--- src/rtl/muldiv_unit_pkg.sv ---
// muldiv_unit_pkg: op and FSM state encodings shared by the multiply/divide unit and the ALU bench.
package muldiv_unit_pkg;
    localparam logic [2:0] OP_MUL   = 3'd0;
    localparam logic [2:0] OP_MULH  = 3'd1;
    localparam logic [2:0] OP_MULHU = 3'd2;
    localparam logic [2:0] OP_DIV   = 3'd3;
    localparam logic [2:0] OP_DIVU  = 3'd4;
    localparam logic [2:0] OP_REM   = 3'd5;
    localparam logic [2:0] OP_REMU  = 3'd6;
    localparam logic [2:0] OP_RSVD  = 3'd7;

    localparam logic [1:0] S_IDLE = 2'd0;
    localparam logic [1:0] S_CALC = 2'd1;
    localparam logic [1:0] S_FIX  = 2'd2;

    function automatic logic op_signed(input logic [2:0] op);
        return op == OP_MULH || op == OP_DIV || op == OP_REM;
    endfunction

    function automatic logic op_mul(input logic [2:0] op);
        return op <= OP_MULHU;
    endfunction

    function automatic logic op_quot(input logic [2:0] op);
        return op == OP_DIV || op == OP_DIVU;
    endfunction
endpackage

--- src/rtl/muldiv_sign_fix.sv ---
// muldiv_sign_fix: conditional two's-complement negate.
module muldiv_sign_fix #(
    parameter int WIDTH = 32
) (
    input  logic [WIDTH-1:0] value,
    input  logic             neg,
    output logic [WIDTH-1:0] result
);
    assign result = neg ? -value : value;
endmodule

--- src/rtl/muldiv_unit.sv ---
// muldiv_unit: iterative shift-add multiply / restoring divide; MULDIV_EARLY_OUT_EN lets special cases skip CALC.
module muldiv_unit
    import muldiv_unit_pkg::*;
#(
    parameter int WIDTH = 32,
    parameter int CNT_W = $clog2(WIDTH) + 1
) (
    input  logic             clk,
    input  logic             reset_n,
    input  logic             start,
    input  logic [2:0]       op,
    input  logic [WIDTH-1:0] data1,
    input  logic [WIDTH-1:0] data2,
    output logic             ready,
    output logic             done,
    output logic [WIDTH-1:0] out,
    output logic             z
);
    logic [1:0]         state;
    logic [CNT_W-1:0]   cnt;
    logic [2:0]         op_q;
    logic [WIDTH-1:0]   b_q;
    logic [2*WIDTH-1:0] acc;
    logic               neg_q, neg_r, div0, pre;

    logic               a_neg, b_neg;
    logic [WIDTH-1:0]   a_abs, b_abs;
    logic [WIDTH:0]     msum, trial;
    logic [2*WIDTH-1:0] mul_next, div_next, fix_in, fixed;
    logic               fix_neg;
    logic [WIDTH-1:0]   res;
    logic               early;
    logic [WIDTH-1:0]   early_res;

    assign ready = state == S_IDLE;
    assign a_neg = op_signed(op) & data1[WIDTH-1];
    assign b_neg = op_signed(op) & data2[WIDTH-1];

    muldiv_sign_fix #(.WIDTH(WIDTH)) u_abs_a (.value(data1), .neg(a_neg), .result(a_abs));
    muldiv_sign_fix #(.WIDTH(WIDTH)) u_abs_b (.value(data2), .neg(b_neg), .result(b_abs));

    // acc = {partial product, remaining multiplier} or {partial remainder, dividend/quotient}
    assign msum     = {1'b0, acc[2*WIDTH-1:WIDTH]} + {1'b0, acc[0] ? b_q : {WIDTH{1'b0}}};
    assign mul_next = {msum, acc[WIDTH-1:1]};
    assign trial    = acc[2*WIDTH-1:WIDTH-1] - {1'b0, b_q};
    assign div_next = trial[WIDTH] ? {acc[2*WIDTH-2:0], 1'b0}
                                   : {trial[WIDTH-1:0], acc[WIDTH-2:0], 1'b1};

    // Low bits of a negated zero-extended value equal its WIDTH-bit negation, so one wide fixer serves all ops.
    assign fix_in  = op_mul(op_q) ? acc
                   : {{WIDTH{1'b0}}, op_quot(op_q) ? acc[WIDTH-1:0] : acc[2*WIDTH-1:WIDTH]};
    assign fix_neg = (op_q == OP_MULH || op_q == OP_DIV) ? neg_q : (op_q == OP_REM) && neg_r;

    muldiv_sign_fix #(.WIDTH(2*WIDTH)) u_fix (.value(fix_in), .neg(fix_neg), .result(fixed));

    always_comb begin
        res = pre ? acc[WIDTH-1:0]
            : op_q == OP_RSVD ? {WIDTH{1'b0}}
            : (div0 && op_quot(op_q)) ? {WIDTH{1'b1}}
            : (op_q == OP_MULH || op_q == OP_MULHU) ? fixed[2*WIDTH-1:WIDTH]
            : fixed[WIDTH-1:0];
    end

`ifdef MULDIV_EARLY_OUT_EN
    logic d0, ovf, mz;
    assign d0  = !op_mul(op) && op != OP_RSVD && data2 == '0;
    assign ovf = (op == OP_DIV || op == OP_REM) && data1 == {1'b1, {WIDTH-1{1'b0}}} && data2 == '1;
    assign mz  = op_mul(op) && (data1 == '0 || data2 == '0);
    assign early = d0 || ovf || mz || op == OP_RSVD;
    assign early_res = d0 ? (op_quot(op) ? {WIDTH{1'b1}} : data1)
                     : (ovf && op == OP_DIV) ? {1'b1, {WIDTH-1{1'b0}}}
                     : {WIDTH{1'b0}};
`else
    assign early = 1'b0;
    assign early_res = {WIDTH{1'b0}};
`endif

    always_ff @(posedge clk or negedge reset_n) begin
        if (!reset_n) begin
            state <= S_IDLE;
            cnt   <= '0;
            op_q  <= '0;
            b_q   <= '0;
            acc   <= '0;
            neg_q <= 1'b0;
            neg_r <= 1'b0;
            div0  <= 1'b0;
            pre   <= 1'b0;
            done  <= 1'b0;
            out   <= '0;
            z     <= 1'b1;
        end else begin
            done <= 1'b0;
            case (state)
                S_IDLE: if (start) begin
                    op_q  <= op;
                    b_q   <= b_abs;
                    neg_q <= a_neg ^ b_neg;
                    neg_r <= a_neg;
                    div0  <= data2 == '0;
                    cnt   <= CNT_W'(WIDTH);
                    pre   <= early;
                    acc   <= {{WIDTH{1'b0}}, early ? early_res : a_abs};
                    state <= early ? S_FIX : S_CALC;
                end
                S_CALC: begin
                    cnt   <= cnt - CNT_W'(1);
                    acc   <= op_mul(op_q) ? mul_next : div_next;
                    state <= cnt == CNT_W'(1) ? S_FIX : S_CALC;
                end
                S_FIX: begin
                    out   <= res;
                    z     <= res == '0;
                    done  <= 1'b1;
                    state <= S_IDLE;
                end
                default: state <= S_IDLE;
            endcase
        end
    end
endmodule

--- config.mk ---
export PLATFORM = sky130hd
export DESIGN_NAME = muldiv_unit
export DESIGN_NICKNAME = d
export VERILOG_FILES = /design/src/rtl/muldiv_unit_pkg.sv /design/src/rtl/muldiv_sign_fix.sv /design/src/rtl/muldiv_unit.sv
export SDC_FILE = /design/constraint.sdc
export NUM_CORES = 1
export LEC_CHECK = 0
export ABC_AREA = 1
export CAP_MARGIN = 20
export CORE_MARGIN = 2
export CORE_UTILIZATION = 50
export CTS_BUF_LIST = sky130_fd_sc_hd__clkbuf_8 sky130_fd_sc_hd__clkbuf_16
export CTS_CLUSTER_SIZE = 40
export DETAILED_ROUTE_END_ITERATION = 8
export PLACE_DENSITY = 0.72
export SETUP_SLACK_MARGIN = 0.5
export SLEW_MARGIN = 20
export SYNTH_ARGS = -nofsm -noshare
export SYNTH_HDL_FRONTEND = slang
export SYNTH_HIERARCHICAL = 1
export SYNTH_SLANG_ARGS = --single-unit
--- constraint.sdc ---
create_clock -name clk -period 3.9 [get_ports clk]
set_input_delay 0.78 -clock clk [delete_from_list [all_inputs] [get_ports clk]]
set_output_delay 0.78 -clock clk [all_outputs]
set_load 0.01 [all_outputs]
Word level (Yosys, flattened, before mapping). Cells that the tools add are included.

Add/sub/neg operators: 6. Muxes and demuxes: 20. $mul: 0. Order comparisons: 1. Bitwise logic cells: 3. Reduce and logical (&&, ||, !) cells: 13. Divide/modulo/power cells: 0. Shift operators: 0. Eq/ne operators: 13.

Operators by type and width (count): 64-bit 2-to-1 mux (5); 32-bit 2-to-1 mux (7); 64-bit one-hot mux with 2 select lines (1); 32-bit logical NOT (2); 32-bit negation (2); 64-bit negation (1); 32-bit by 32-bit adder with 33-bit output (1); 33-bit by 32-bit subtractor with 33-bit output (1); 3-bit equality test (second input constant) (4); 6-bit one-hot mux with 2 select lines (1); 3-bit by 2-bit equality test with 1-bit output (second input constant) (3); 3-bit by 1-bit equality test with 1-bit output (second input constant) (2); 6-bit by 1-bit equality test with 1-bit output (second input constant) (1); 6-bit 2-to-1 mux (1); 6-bit by 1-bit subtractor with 6-bit output (second input constant) (1); 1-bit logical OR (5); 2-bit 2-to-1 mux (2); 2-bit one-hot mux with 2 select lines (1); 2-bit AND reduction (2); 3-bit by 2-bit less-or-equal comparator with 1-bit output (second input constant) (1); 1-bit AND (2); 2-bit by 1-bit equality test with 1-bit output (second input constant) (1); 2-bit equality test (second input constant) (1); 1-bit logical AND (2); other kinds (5) (6).

Register bits after elaboration: 144. Memory bits (read-only): 0. Output and inout bits: 35. Bits of input ports: 70. Memories: 0. Memory bits (writable): 0. Bits in latches: 0.

Logic depth before layout (Yosys ltp).
Word-level depth: 10. Mapped depth: 25. Depth with buffers taken out: 23.

By module. The synthesis kept the hierarchy.

Modules (own cells, without submodules): muldiv_unit (cells each 2030, area each 12580.8 um^2, instances 1, seq. area each 3604.7 um^2); muldiv_sign_fix (u_fix) (cells each 498, area each 2411.1 um^2, instances 1, seq. area each 0.0 um^2); muldiv_sign_fix (u_abs_a ...) (cells each 225, area each 1052.3 um^2, instances 2, seq. area each 0.0 um^2).

Worst setup path before layout. No wires, ideal clock.

Kind: register to register. Start: register op_q[0]. End: register z. Required time: 3839 ps. Stages on the path, launching flop included: 22. Clock period less this slack: 3020 ps. Data arrival time: 2959 ps. Buffers on the path: 2. Library setup time: 61 ps. Slack: 880 ps. Path through: dfrtp_1 > inv_1 > nand2_1 > nand2_1 > clkbuf_1 > clkbuf_1 > o21ai_0 > inv_1 > ha_1 > nand3_2 > o21ai_2 > nand2_1 > nor2_2 > nand2_1 > xor2_1 > nand3_1 > nand3_1 > nand2_1 > nand4_1 > nor3_1 > nand3_1 > nand2_1.

Cells in the longest elaborated chain, start to end: 10. Elaborated cells between the ends (all ways): 21.

RTL lines: start: declaration (RTL line muldiv_unit.sv:21) `logic [2:0] op_q;`; start signal: assignment (RTL line muldiv_unit.sv:96) `op_q <= op;`; 3-bit by 2-bit equality test with 1-bit output / 3-bit equality test (equally long branches) (RTL line muldiv_unit_pkg.sv:25) `return op == OP_DIV || op == OP_DIVU;`; 1-bit logical OR (RTL line muldiv_unit_pkg.sv:25); 32-bit 2-to-1 mux (RTL line muldiv_unit.sv:51) `: {{WIDTH{1'b0}}, op_quot(op_q) ? acc[WIDTH-1:0] : acc[2*WIDTH-1:WIDTH]};`; 64-bit 2-to-1 mux * (RTL line muldiv_unit.sv:50) `assign fix_in = op_mul(op_q) ? acc`; named net fix_in[0] (RTL line muldiv_unit.sv:29) `logic [2*WIDTH-1:0] mul_next, div_next, fix_in, fixed;`; 64-bit negation * (RTL line muldiv_sign_fix.sv:9) `assign result = neg ? -value : value;`; 64-bit 2-to-1 mux * (RTL line muldiv_sign_fix.sv:9); named net fixed[34] (RTL line muldiv_unit.sv:29); 32-bit 2-to-1 mux * (RTL line muldiv_unit.sv:60) `: (op_q == OP_MULH || op_q == OP_MULHU) ? fixed[2*WIDTH-1:WIDTH]`; 32-bit 2-to-1 mux * (RTL line muldiv_unit.sv:59) `: (div0 && op_quot(op_q)) ? {WIDTH{1'b1}}`; 32-bit 2-to-1 mux * (RTL line muldiv_unit.sv:58) `: op_q == OP_RSVD ? {WIDTH{1'b0}}`; 32-bit logical NOT * (RTL line muldiv_unit.sv:113) `z <= res == '0;`; end signal: assignment (RTL line muldiv_unit.sv:91) `z <= 1'b1;`; end signal: assignment (RTL line muldiv_unit.sv:113); end: declaration (RTL line muldiv_unit.sv:17) `output logic z`.

The timed path passes the listed nets; every way through them passes the cells marked *. A chain may end at the register's enable or synchronous reset.

Worst setup path in the final report. Same ends and word-level chain as after synthesis.

==> run_results.csv <==
group,metric,value,unit
placed_design,dpl_worst_slack,0.305,ns
clocking,worst_skew_pair.late_latency,0.46,ns
cells_and_area,final_layout_size_suffix_gt1_share,6.80,%
timing,timing.final.ws_setup,0.665,ns
yosys,syn_area,17100,um^2
clocking,clock_path_buffers,2,
floorplanning,top_level_ports,105,
routing,post-route-drc-count,0,
clocking,h-tree-depth,4,
yosys,main_combinational_cell_family_by_area_after_synthesis,"simple AND/OR/NAND/NOR gates",
clocking,cts_inserted_buffers,17,
critical_path,critPathRequiredTime,4.31,ns
power,vdd.ir_drop.worst,442,uV
clocking,numClockSinks,144,
timing,setup_viol,0,
cells_and_area,layout_stage_area_growth_over_the_synthesis_result,12.9,%
routing,drt_first_pass_iters,7,
yosys,top_ff_cell_synth,"sky130_fd_sc_hd__dfrtp_1",
grt,vias_in_the_first_global_route,17712,
routing,vias_per_cell,5.61,
timing,max_slew.worst_pin.slew,0.984,ns
floorplanning,horiz_die_dim,189,um
critical_path,crit_path_cell_trace,"inv_1 > nand2_2 > nand2_4 > buf_12 > o21ai_0 > nor2_2 > nand3_1 > nor2_1 > nand2_1 > o21ai_4 > nand2_1 > nand2_1 > nand2_1 > nand3_1 > nand3_1 > nand2_1 > nand2_1 > inv_1 > nand4_1 > nor2_2 > nand3_1 > nand2_1",
timing,min_period_over_period,82.9,%
yosys,post_synth_inst_count,2978,
cells_and_area,layout_commonest_cell,"sky130_fd_sc_hd__nand2_1",
cells_and_area,multi_input_combinational_cell_area,11500,um^2
power,power.density,1070,nW/um^2
cells_and_area,fill_count,3465,
critical_path,timing.critical_path.slowest_stage_cell,"sky130_fd_sc_hd__dfrtp_1",
timing,hold_viol_final,0,
yosys,synth_area_per_cell,5.74,um^2
routing,final_antenna_net_count,0,
clocking,cts_tree,"yes",
timing,tns,0,ns
clocking,root_buffer_master,"sky130_fd_sc_hd__clkbuf_16",
critical_path,worst-setup-path-type,"reg2reg",
yosys,synth_area_in_compound_gates,12.7,%
critical_path,startpoint_type,"flop",
hold_path,worst_hold_path_type,"in2async",
yosys,synth_adder_area_share,5.28,%
clocking,cts.clk_slew.worst_paths,0.09,ns
timing,min_period,3.23,ns
floorplanning,core_area,33600,um^2
run,max-cap-violations,0,
yosys,synth_enable_flop_cells,0,
critical_path,cp_common_cell,"sky130_fd_sc_hd__nand2_1",
critical_path,end_kind,"flop",
yosys,asyncSetResetFlopFracSynth,100,%
cells_and_area,antenna_cells,0,
grt,gr-total-overflow,0,
floorplanning,initial_core_util,50.9,%
power,cellLeakagePower,10.2,nW
routing,avgRoutedWirePerCell,18.0,um
critical_path,cp_data_arrival_time,3.64,ns
yosys,post_synth_and_or_nand_nor_area_fraction,44.4,%
placed_design,place.gp.congestion,1.08,
clocking,cts.hold.buffers_added,0,
routing,first_iter_violations,2198,
critical_path,path_max_fanout,21,
yosys,post_synth_xor_area_fraction,4.46,%
timing,final-max-slew-violation-count,0,
timing,skew,0.0211,ns
cells_and_area,utilization,57.4,%
grt,grt_pass1_wl,97.4,mm
grt,grt_antenna_before_repair,0,
timing,max-slew-margin-rel,34.2,%
timing,clock.fmax,309,MHz
yosys,post_synth_mux_area_share,0.0659,%
timing,rsz0062_at_grt,"true",
cells_and_area,mostFrequentLayoutCells,"sky130_fd_sc_hd__nand2_1, sky130_fd_sc_hd__inv_1, sky130_fd_sc_hd__nor2_1",
placed_design,place.port_buffers,104,
yosys,synth_cell_type_count,47,
floorplanning,fp.dieArea,35700,um^2
cells_and_area,layout.nets,3189,
yosys,synth.yosys.warnings,6,
floorplanning,number_of_core_rows,67,
status,outcome,"finished, final reports clean",
yosys,yosys_register_bits,144,
critical_path,cp_slowest_stage_delay,0.40,ns
critical_path,cp_num_buf_inv,3,
grt,grt_max_degree,80,
routing,route.final.wire_length,63.2,mm
critical_path,dominant_delay_contributor_by_cell_family_on_the_critical_path,"simple AND/OR/NAND/NOR gates",
floorplanning,die_y,189,um
routing,detailroute.via_count,19675,
placed_design,place_hpwl,50.7,mm
cells_and_area,register_area,3610,um^2
yosys,syn_nets,3119,
grt,globalRouteTotalUtil,34.9,%
yosys,yosysSeqAreaShare,21.1,%
-- where the power goes --
group | switching (W) | leakage, nW | total (W) | internal (W)
clock network | 0.000851 | 0.296 | 0.00172 | 0.000873
logic | 0.0106 | 8.28 | 0.0159 | 0.00523
registers | 0.000892 | 1.59 | 0.00310 | 0.00221
total | 0.0124 | 10.2 | 0.0207 | 0.00831
-- routing by layer --
layer  GRT usage (%)  wire (um)  up-vias
met5               0          0        -
met4            13.6       2250        0
met3            5.71       6070      117
met2            50.4      25900      954
met1            51.7      29000     9033
li1                -          -     9571
-- worst register-to-register path: stages (launching register included) --
cell                      delay (ns)
sky130_fd_sc_hd__dfrtp_1        0.40
sky130_fd_sc_hd__inv_1          0.14
sky130_fd_sc_hd__nand2_2        0.12
sky130_fd_sc_hd__nand2_4        0.15
sky130_fd_sc_hd__buf_12         0.17
sky130_fd_sc_hd__o21ai_0        0.15
sky130_fd_sc_hd__nor2_2         0.22
sky130_fd_sc_hd__nand3_1        0.09
sky130_fd_sc_hd__nor2_1         0.21
sky130_fd_sc_hd__nand2_1        0.18
sky130_fd_sc_hd__o21ai_4        0.31
sky130_fd_sc_hd__nand2_1        0.10
sky130_fd_sc_hd__nand2_1        0.07
sky130_fd_sc_hd__nand2_1        0.05
sky130_fd_sc_hd__nand3_1        0.08
sky130_fd_sc_hd__nand3_1        0.09
sky130_fd_sc_hd__nand2_1        0.13
sky130_fd_sc_hd__nand2_1        0.07
sky130_fd_sc_hd__inv_1          0.07
sky130_fd_sc_hd__nand4_1        0.11
sky130_fd_sc_hd__nor2_2         0.15
sky130_fd_sc_hd__nand3_1        0.09
sky130_fd_sc_hd__nand2_1        0.07
-- final timing paths --
check / from / end / slack [ns] / depth (start not counted)
worst max-delay path: op_q[0]$_DFFE_PN0P_ / z$_DFFE_PN1P_ / 0.67 / 22
worst min-delay path: reset_n / acc[62]$_DFFE_PN0P_ / 0.31 / 1
worst max register to register: op_q[0]$_DFFE_PN0P_ / z$_DFFE_PN1P_ / 0.67 / 22
worst min register to register: z$_DFFE_PN1P_ / z$_DFFE_PN1P_ / 0.47 / 2
max in group asynchronous: reset_n / z$_DFFE_PN1P_ / 2.65 / 2
min in group clk: z$_DFFE_PN1P_ / z$_DFFE_PN1P_ / 0.47 / 2
-- sequential cells by signal, indices dropped and copies added (netlist names) --
name	count
acc	64
out	32
div0	1
op_q	3
z	1
neg_r	1
b_q	32
neg_q	1
cnt	6
state	2
done	1
-- layout make-up --
type / count / area share (%)
multi-input cells: 2322 / 59.8
flip-flops and latches: 144 / 18.7
inverters: 413 / 8.04
repair buffers: 150 / 7.38
well taps: 448 / 2.90
clock buffers: 17 / 2.20
clock inverters: 15 / 0.953
-- what timing repair did --
action / 4_1_cts / 5_1_grt
setup buffers: 0 / 10
endpoints found under the setup margin: 1 / 2
gates resized for setup: 3 / 42
pin swaps: 0 / 14
gates cloned: 0 / 2
-- Yosys cell counts, drive strengths merged, types with 3 or more instances --
library cell / instances / area, um^2
a31oi: 3 / 18.8
a21o: 5 / 37.5
buf: 45 / 250
nand2: 1005 / 3880
nor2: 414 / 1750
dfrtp: 143 / 3580
nand3b: 21 / 158
ha: 69 / 863
nand4: 31 / 194
nor3: 10 / 50.1
o21bai: 11 / 82.6
xnor2: 56 / 490
xor2: 31 / 272
nand3: 285 / 1490
o21ai: 170 / 911
inv: 413 / 1550
o21a: 3 / 22.5
clkbuf: 55 / 246
a21oi: 141 / 717
o211ai: 44 / 330
nor4: 10 / 62.6
-- through the flow --
stage	hold slack (ns)	std cells	power, W	instance area, um^2
after detailed placement	0.462	3465	0.0181	18500
after global routing	0.377	3509	0.0224	19300
after floorplan	0.452	2978	0.0138	17100
final	0.310	3509	0.0207	19300
after CTS	0.342	3497	0.0199	19100
after global placement	0.465	3465	0.0179	18500
-- kinds of logic (layout without fill, tap and decap cells) --
family,count (synthesis),count (layout)
flops,144,144
simple gates,1778,1779
mux,1,1
compound gates,384,384
buf+inv,513,595
xor+xnor,87,87
fa+ha+maj,71,71
Note: power is estimated with default switching activity, not from simulation.
